[src/rtl/adat_encoder.sv]
// ADAT lightpipe transmitter: streams 8 x 24-bit frames from a circular channel buffer as 256-slot NRZI.
// Build option ADAT_ENCODER_UNDERRUN_MUTE_EN mutes (and holds the index of) frames the producer has not written.
module adat_encoder #(
  parameter int CIRC_BUF_BITS = 3,
  parameter int CLK_DIV       = 4
) (
  input  logic                     clk_x4_i,
  input  logic                     reset_ni,
  input  logic                     enable_i,
  input  logic [3:0]               user_bits_i,
  input  logic [CIRC_BUF_BITS-1:0] last_good_frame_idx_i,
  output logic [CIRC_BUF_BITS+7:0] ram_read_addr_o,
  input  logic                     ram_read_data_i,
  output logic [CIRC_BUF_BITS-1:0] tx_frame_idx_o,
  output logic                     frame_start_o,
  output logic                     underrun_o,
  output logic                     nrzi_o
);

  localparam int PW = $clog2(CLK_DIV);
  localparam logic [PW-1:0] PH_LAST = PW'(CLK_DIV - 1);

  typedef enum logic [1:0] {ST_IDLE, ST_SYNC, ST_USER, ST_DATA} state_t;

  state_t                   state_reg, state_next;
  logic [PW-1:0]            phase_reg;
  logic [7:0]               slot_reg, slot_next;
  logic [2:0]               pos_reg, pos_next;
  logic                     slot_end;

  logic                     nrzi_reg;
  logic                     frame_start_reg;
  logic                     underrun_reg;
  logic                     mute_reg;
  logic [3:0]               user_reg;
  logic [CIRC_BUF_BITS-1:0] frame_idx_reg, frame_idx_next;
  logic [CIRC_BUF_BITS+7:0] addr_reg;
  logic                     next_bit_reg;
  logic [2:0]               rd_ch_reg;
  logic [4:0]               rd_k_reg;

  logic                     frame_begin;
  logic                     frame_done;
  logic                     slot_bit;
  logic                     toggle;
  logic                     fetch_en;
  logic                     addr_load;
  logic                     bit_load;
  logic                     mute_cond;

  assign slot_end = (phase_reg == PH_LAST);

  // State register: phase counter free-runs so IDLE -> SYNC always lands on a phase-0 boundary.
  always_ff @(posedge clk_x4_i or negedge reset_ni) begin
    if (!reset_ni) begin
      state_reg <= ST_IDLE;
      phase_reg <= '0;
      slot_reg  <= '0;
      pos_reg   <= '0;
    end else begin
      state_reg <= state_next;
      phase_reg <= phase_reg + PW'(1);
      slot_reg  <= slot_next;
      pos_reg   <= pos_next;
    end
  end

  // Next-state logic: one slot decision per phase wrap.
  always_comb begin
    state_next = state_reg;
    slot_next  = slot_reg;
    pos_next   = pos_reg;
    if (slot_end) begin
      slot_next = slot_reg + 8'd1;
      case (state_reg)
        ST_IDLE: begin
          slot_next = 8'd0;
          if (enable_i) state_next = ST_SYNC;
        end
        ST_SYNC: if (slot_reg == 8'd10) state_next = ST_USER;
        ST_USER: if (slot_reg == 8'd15) begin
          state_next = ST_DATA;
          pos_next   = 3'd0;
        end
        ST_DATA: begin
          pos_next = (pos_reg == 3'd4) ? 3'd0 : pos_reg + 3'd1;
          if (slot_reg == 8'd255) state_next = enable_i ? ST_SYNC : ST_IDLE;
        end
        default: state_next = ST_IDLE;
      endcase
    end
  end

  // Output/control decode: bit value of the slot about to start, and RAM prefetch strobes.
  always_comb begin
    frame_begin = slot_end && (state_next == ST_SYNC) && (slot_next == 8'd0);
    frame_done  = slot_end && (state_reg == ST_DATA) && (slot_reg == 8'd255);
    slot_bit    = 1'b0;
    case (state_next)
      ST_SYNC: slot_bit = (slot_next == 8'd10);
      ST_USER: begin
        case (slot_next)
          8'd11:   slot_bit = user_reg[3];
          8'd12:   slot_bit = user_reg[2];
          8'd13:   slot_bit = user_reg[1];
          8'd14:   slot_bit = user_reg[0];
          default: slot_bit = 1'b1;
        endcase
      end
      ST_DATA: slot_bit = (pos_next == 3'd4) ? 1'b1 : (next_bit_reg & ~mute_reg);
      default: slot_bit = 1'b0;
    endcase
    toggle   = slot_end && (state_next != ST_IDLE) && slot_bit;
    fetch_en = !mute_reg &&
               (((state_reg == ST_USER) && (slot_reg == 8'd15)) ||
                ((state_reg == ST_DATA) && (pos_reg != 3'd3) && (slot_reg != 8'd255)));
    addr_load = fetch_en && (phase_reg == PW'(0));
    bit_load  = fetch_en && (phase_reg == PW'(2));
    frame_idx_next = (frame_done && !mute_reg) ? frame_idx_reg + CIRC_BUF_BITS'(1) : frame_idx_reg;
  end

`ifdef ADAT_ENCODER_UNDERRUN_MUTE_EN
  logic [CIRC_BUF_BITS-1:0] good_next;
  assign good_next = last_good_frame_idx_i + CIRC_BUF_BITS'(1);
  assign mute_cond = (frame_idx_next == good_next);
`else
  logic unused_last_good;
  assign unused_last_good = ^last_good_frame_idx_i;
  assign mute_cond        = 1'b0;
`endif

  always_ff @(posedge clk_x4_i or negedge reset_ni) begin
    if (!reset_ni) begin
      nrzi_reg        <= 1'b0;
      frame_start_reg <= 1'b0;
      underrun_reg    <= 1'b0;
      mute_reg        <= 1'b0;
      user_reg        <= '0;
      frame_idx_reg   <= '0;
      addr_reg        <= '0;
      next_bit_reg    <= 1'b0;
      rd_ch_reg       <= '0;
      rd_k_reg        <= '0;
    end else begin
      nrzi_reg        <= nrzi_reg ^ toggle;
      frame_start_reg <= frame_begin;
      underrun_reg    <= frame_begin && mute_cond;
      frame_idx_reg   <= frame_idx_next;
      if (frame_begin) begin
        user_reg  <= user_bits_i;
        mute_reg  <= mute_cond;
        rd_ch_reg <= '0;
        rd_k_reg  <= '0;
      end
      if (addr_load) addr_reg <= {frame_idx_reg, rd_ch_reg, rd_k_reg};
      // Only sample bits 0..23 are ever addressed; wrap to the next channel after the LSB.
      if (bit_load) begin
        next_bit_reg <= ram_read_data_i;
        if (rd_k_reg == 5'd23) begin
          rd_k_reg  <= '0;
          rd_ch_reg <= rd_ch_reg + 3'd1;
        end else begin
          rd_k_reg <= rd_k_reg + 5'd1;
        end
      end
    end
  end

  assign nrzi_o          = nrzi_reg;
  assign frame_start_o   = frame_start_reg;
  assign underrun_o      = underrun_reg;
  assign tx_frame_idx_o  = frame_idx_reg;
  assign ram_read_addr_o = addr_reg;

endmodule
[config.mk]
export PLATFORM = sky130hd
export DESIGN_NAME = adat_encoder
export DESIGN_NICKNAME = d
export VERILOG_FILES = /design/src/rtl/adat_encoder.sv
export SDC_FILE = /design/constraint.sdc
export NUM_CORES = 1
export LEC_CHECK = 0
export CORE_MARGIN = 1.5
export CORE_UTILIZATION = 53
export CTS_BUF_LIST = sky130_fd_sc_hd__clkbuf_8
export CTS_CLUSTER_DIAMETER = 100
export CTS_CLUSTER_SIZE = 40
export DETAILED_ROUTE_END_ITERATION = 10
export GPL_TIMING_DRIVEN = 0
export HOLD_SLACK_MARGIN = 0.03
export PLACE_DENSITY = 0.76
export SYNTH_ARGS = -nofsm -noshare
export SYNTH_HDL_FRONTEND = slang
export SYNTH_SLANG_ARGS = --single-unit
[constraint.sdc]
create_clock -name clk_x4_i -period 3.4 [get_ports clk_x4_i]
set_clock_uncertainty 0.2 [all_clocks]
set_input_delay 0.51 -clock clk_x4_i [delete_from_list [all_inputs] [get_ports clk_x4_i]]
set_output_delay 0.51 -clock clk_x4_i [all_outputs]
set_load 0.005 [all_outputs]
# Word level (Yosys, flattened, before mapping)
# Cells that the tools add are included.
dict set report classes {
  n_addsub 6
  n_eq_ne 21
  muxes 22
  n_bitwise 1
  n_reduce_logical 17
}
# operator n
set ops {}
lappend ops {{$eq 8x4->1 const B} 7}
lappend ops {{$mux 3} 6}
lappend ops {{$mux 8} 2}
lappend ops {{$mux 5} 3}
lappend ops {{$eq 2x2->1 const B} 6}
lappend ops {{$logic_and 1x1->1} 11}
lappend ops {{$mux 2} 5}
lappend ops {{$add 3x1->3 const B} 3}
lappend ops {{$add 8x1->8 const B} 1}
lappend ops {{$eq 8x8->1 const B} 1}
lappend ops {{$logic_not 8->1} 1}
lappend ops {{$ne 8x8->1 const B} 1}
lappend ops {{$pmux 2 s4} 1}
lappend ops {{$eq 3x3->1 const B} 2}
lappend ops {{$pmux 3 s2} 1}
lappend ops {{$add 5x1->5 const B} 1}
lappend ops {{$eq 5x5->1 const B} 1}
lappend ops {{$eq 2x1->1 const B} 2}
lappend ops {{$logic_not 2->1} 2}
lappend ops {{$pmux 1 s4} 1}
lappend ops {{$reduce_bool 2->1} 2}
lappend ops {{$ne 3x2->1 const B} 1}
lappend ops {{$pmux 1 s3} 1}
lappend ops {{$add 2x1->2 const B} 1}
lappend ops {{other kinds (3)} 4}
dict set report word_totals {
  regBits 44
  input_bits 11
  output_inout_bits 17
}

# Longest topological paths before layout
# Gate-level depths: netlist (run 1).
dict set report depth {
  word_depth 10
  mapped_depth 10
}

# Least setup slack after synthesis (run 1)
# OpenSTA, ideal clock, no wires.
dict set report synth_path {
  path_type {register to register}
  startpoint {register phase_reg[1]}
  endpoint {register nrzi_reg (netlist: nrzi_o)}
  setup_time_ns 0.121
  arrival_time_ns 2.460
  slack_ns 0.619
  path_stages_with_launch 10
  path_buffers 1
  period_less_slack_ns 2.781
  path_cell_list {dfrtp_1 ha_1 buf_4 o21ai_1 nor2_1 a22o_1 or4_4 o31a_1 mux2_4 a22o_1}
}
dict set report synth_between {
  elab_chain_len 7
  word_cells_on_any_way 20
  classes_between {10 x eq/ne; 6 x mux; 1 x bitwise; 3 x reduce/logical}
}
# element line_no
set synth_lines {}
lappend synth_lines {{start, declared} 26} ;# logic [PW-1:0] phase_reg;
lappend synth_lines {{start signal, assigned} 62} ;# phase_reg <= phase_reg + PW'(1);
lappend synth_lines {{$eq 2x2->1 *} 51} ;# assign slot_end = (phase_reg == PH_LAST);
lappend synth_lines {{$mux 8 *} 73} ;# if (slot_end) begin
lappend synth_lines {{via slot_next[4]} 27} ;# logic [7:0] slot_reg, slot_next;
lappend synth_lines {{$eq 8x4->1} 102} ;# case (slot_next)
lappend synth_lines {{$pmux 1 s4} 102}
lappend synth_lines {{$pmux 1 s3 *} 99} ;# case (state_next)
lappend synth_lines {{$logic_and 1x1->1 *} 113} ;# toggle = slot_end && (state_next != ST_IDLE) && slot_bit;
lappend synth_lines {{$xor 1x1->1 *} 145} ;# nrzi_reg <= nrzi_reg ^ toggle;
lappend synth_lines {{end signal, assigned} 145}
lappend synth_lines {{end, declared} 31} ;# logic nrzi_reg;
# Mark *: on every way through the listed nets, which the timed path passes. The rest lies on a longest branch.
# A chain may end at the register's enable or synchronous reset.

# Worst setup path in the final report (run 1)
dict set report layout_path {
  startpoint {register phase_reg[1]}
  endpoint {register rd_ch_reg[0]}
}
dict set report layout_between {
  word_cells_on_any_way 12
  classes_between {3 x eq/ne; 5 x mux; 4 x reduce/logical}
}
# element line_no
set layout_rtl {}
lappend layout_rtl {{$eq 2x2->1 *} 51}
lappend layout_rtl {{$mux 8 *} 73}
lappend layout_rtl {{via slot_next[4]} 27}
lappend layout_rtl {{$logic_not 8->1 *} 96} ;# frame_begin = slot_end && (state_next == ST_SYNC) && (slot_next == 8'd0);
lappend layout_rtl {{$logic_and 1x1->1 *} 96}
lappend layout_rtl {{via frame_begin} 42} ;# logic frame_begin;
lappend layout_rtl {{$mux 3 *} 149} ;# if (frame_begin) begin
lappend layout_rtl {{$mux 3} 159} ;# if (rd_k_reg == 5'd23) begin
lappend layout_rtl {{$mux 3 *} 157} ;# if (bit_load) begin
lappend layout_rtl {{end signal, assigned} 161} ;# rd_ch_reg <= rd_ch_reg + 3'd1;
lappend layout_rtl {{end, declared} 39} ;# logic [2:0] rd_ch_reg;
# Marks and branches as above.

==> flow_summary.ini, run 1 <==
[clock_network]
clock_latency_ns = 0.30
htreeDepth = 2
numClockSinks = 44
cts_buffer_depth = 2
root_buffer = clkbuf_8
numCtsBuffers = 5
clk_pin_slew_worst_paths_ns = 0.08
cts_tree = yes
cts_setup_buffers = 0

[synth]
synth_xor_area_share_pct = 2.27
synth_ff_type = dfrtp_1
syn_avg_cell_area_um2 = 10.7
async_flop_share_pct = 100
synth_top_family_by_area = simple AND/OR/NAND/NOR gates
syn_nets = 239
synthesis.yosys.warnings = 0
netlist_instances = 217
synth_compound_area_share_pct = 12.2
yosys.area_share.simple_pct = 16.5
syn-cell-area_um2 = 2310
ys_types = 54
seq_area_frac_synth_pct = 47.6
muxShareOfSynthArea_pct = 10.7
synthAdderAreaFrac_pct = 5.95
synth_edf_count = 0
synth_seq_cells = 44

[power_and_ir_drop]
p_int_uw = 820
leakagePower_uw = 0.00130
swShare_pct = 22.5
pwr-share-seq_pct = 52.7
switchingPower_uw = 238
vdd_drop_max_mv = 0.302
pwr-share-comb_pct = 7.9
cellPowerDensity_nw_per_um2 = 384
clkPwrFrac_pct = 39.4

[job]
drv_cap = 0

[timing]
slew_viol_final = 0
finalSetupTns_ns = 0
tightest_slew_ns = 0.589
rsz0062_at_grt = no
max_slew_margin_pct = 60.3
setup_violations = 0
period_share_pct = 89.3
min_period_ns = 3.04
max_clock_freq_mhz = 329
hold_violations = 0

[min_path]
hp-class = reg2reg
hold_path_startpoint = phase_reg[0]$_DFF_PN0_

[critical_path]
critPathMaxFanout = 10
cp.arrival_ns = 3.02
end_kind = register
startpoint = phase_reg[1]$_DFF_PN0_
r2r-start = phase_reg[1]$_DFF_PN0_
cp.required_ns = 3.39
start_kind = register
worstSetupPathType = reg2reg

[layout]
area_growth_syn_to_layout_pct = 19.0
final_common_cell = dfrtp_1
largest_reg_flops = 11
final_cell_mix = dfrtp_1 (44), clkdlybuf4s50_1 (22), nor2_1 (15), mux2_2 (15), nand2_1 (14)
fin_cells = 300
drive_gt1_share_pct = 14.8
final_nets = 271
finish.utilization_pct = 67.4
fill_cells = 316
num_antenna_cells = 0
fin_area_um2 = 2750

[route]
drt_iter0_markers = 130
drc = 0
vias = 1725
drt_wl_total_mm = 4.42
routedWlPerCell_um = 14.7
ant_nets = 0
dr.pass1.iters = 4
vias_per_cell = 5.75

[floorplanning]
die_area_um2 = 4770
row_count = 23
start_util_pct = 56.6
fp.dieW_um = 69.1
core_area_um2 = 4090
ios = 28
die_y_um = 69.1

[placed_design]
gp_congestion = 0.803
dp_cells = 291
io_buffers = 23
dp_hpwl_mm = 3.14
placed_area_um2 = 2620

[grt]
grt_usage_pct = 19.8
antenna_found_initial = 0
first_global_vias = 1703
grt_max_degree = 36
grt_overflow_total = 0
grt_pass1_wl_mm = 7.77

[status]
status = completed
power groups by stage:
stage	sequential, µW	clock (µW)	combinational (µW)
finish	558	417	84.1
global route	562	446	94.4
CTS	558	427	83.8
detailed placement	568	0	81.6
global placement	567	0	77.5
floorplan	564	0	50.0
layout make-up:
cell class	count	area [µm²]	area share, %
clock buffer	6	82.6	3.00
multi-input combinational	149	1110	40.2
buffer	11	57.6	2.09
sequential	44	1100	40.0
timing repair buffer	25	255	9.27
tap	50	62.6	2.27
clock inverter	2	38.8	1.41
inverter	13	48.8	1.77
cell families after synthesis:
group           count (synthesis)
buf+inv                        24
xor+xnor                        6
flops                          44
simple gates                   70
fa+ha+maj                      11
other cells                     1
mux                            22
compound gates                 39
path summary, 6_finish.rpt:
| path | to | slack, ns | depth (start not counted) |
|---|---|---|---|
| setup / recovery | rd_ch_reg[0]$_DFF_PN0_ | 0.36 | 10 |
| hold reg to reg | phase_reg[0]$_DFF_PN0_ | 0.27 | 1 |
| min in group asynchronous | slot_reg[6]$_DFF_PN0_ | 0.45 | 2 |
| max in group asynchronous | state_reg[1]$_DFF_PN0_ | 2.08 | 3 |
| hold / removal | phase_reg[0]$_DFF_PN0_ | 0.27 | 1 |
| setup reg to reg | rd_ch_reg[0]$_DFF_PN0_ | 0.36 | 10 |
repair_timing:
action / in CTS / in global routing
resized for setup: 0 / 0
hold buffers: 1 / 0
hold endpoints to repair: 9 / 0
layer usage:
layer / track usage, % / share of wire [%] / up-vias
li1: - / - / 843
met1: 27.4 / 47 / 841
met2: 32.4 / 48 / 33
met3: 3.65 / 3.4 / 8
met4: 5.23 / 1.3 / 0
met5: 0 / 0 / -
through the flow:
| step | hold WS (ns) | setup WS [ns] | total power [µW] |
|---|---|---|---|
| after floorplan | 0.0144 | 0.619 | 614 |
| after global placement | 0.246 | 0.420 | 644 |
| after detailed placement | 0.210 | 0.401 | 650 |
| after CTS | 0.271 | 0.362 | 1070 |
| after global routing | 0.292 | 0.227 | 1100 |
| final | 0.272 | 0.362 | 1060 |
cell usage after synthesis (all sizes together), types with 3 or more instances:
master,n,share of area [%]
a211o,3,1.1
nor3b,5,1.6
buf,4,1.4
nor4,5,1.4
clkbuf,7,1.1
dfrtp,44,48
nand2,14,2.3
a22o,3,1.1
mux2,19,9.4
o21ai,5,1.2
inv,13,2.1
nand3,8,1.7
nand4,4,1.1
ha,11,5.9
nor2,15,2.4
xnor2,4,1.5
a21oi,7,1.7
o22ai,4,1.1
nor3,3,0.65
mux2i,3,1.3
critical path, stage by stage (launching register included):
cell     delay, ns
dfrtp_1       0.41
ha_1          0.23
buf_4         0.19
o21ai_1       0.18
nor2_1        0.07
a22o_1        0.26
nor4_1        0.51
and3_1        0.27
buf_2         0.25
nor2_1        0.09
mux2_2        0.28
(Power assumes the default switching activity.)
==> run 2: changes to the inputs <==
GPL_ROUTABILITY_DRIVEN = 0   (was unset)
==> results of run 2 <==
No change in the layout: final DEF, timing and power equal those of run 1.
==> run 3: changes to the inputs <==
SLEW_MARGIN = 10   (was unset)
==> results of run 3 <==
No change in the layout: final DEF, timing and power equal those of run 1.
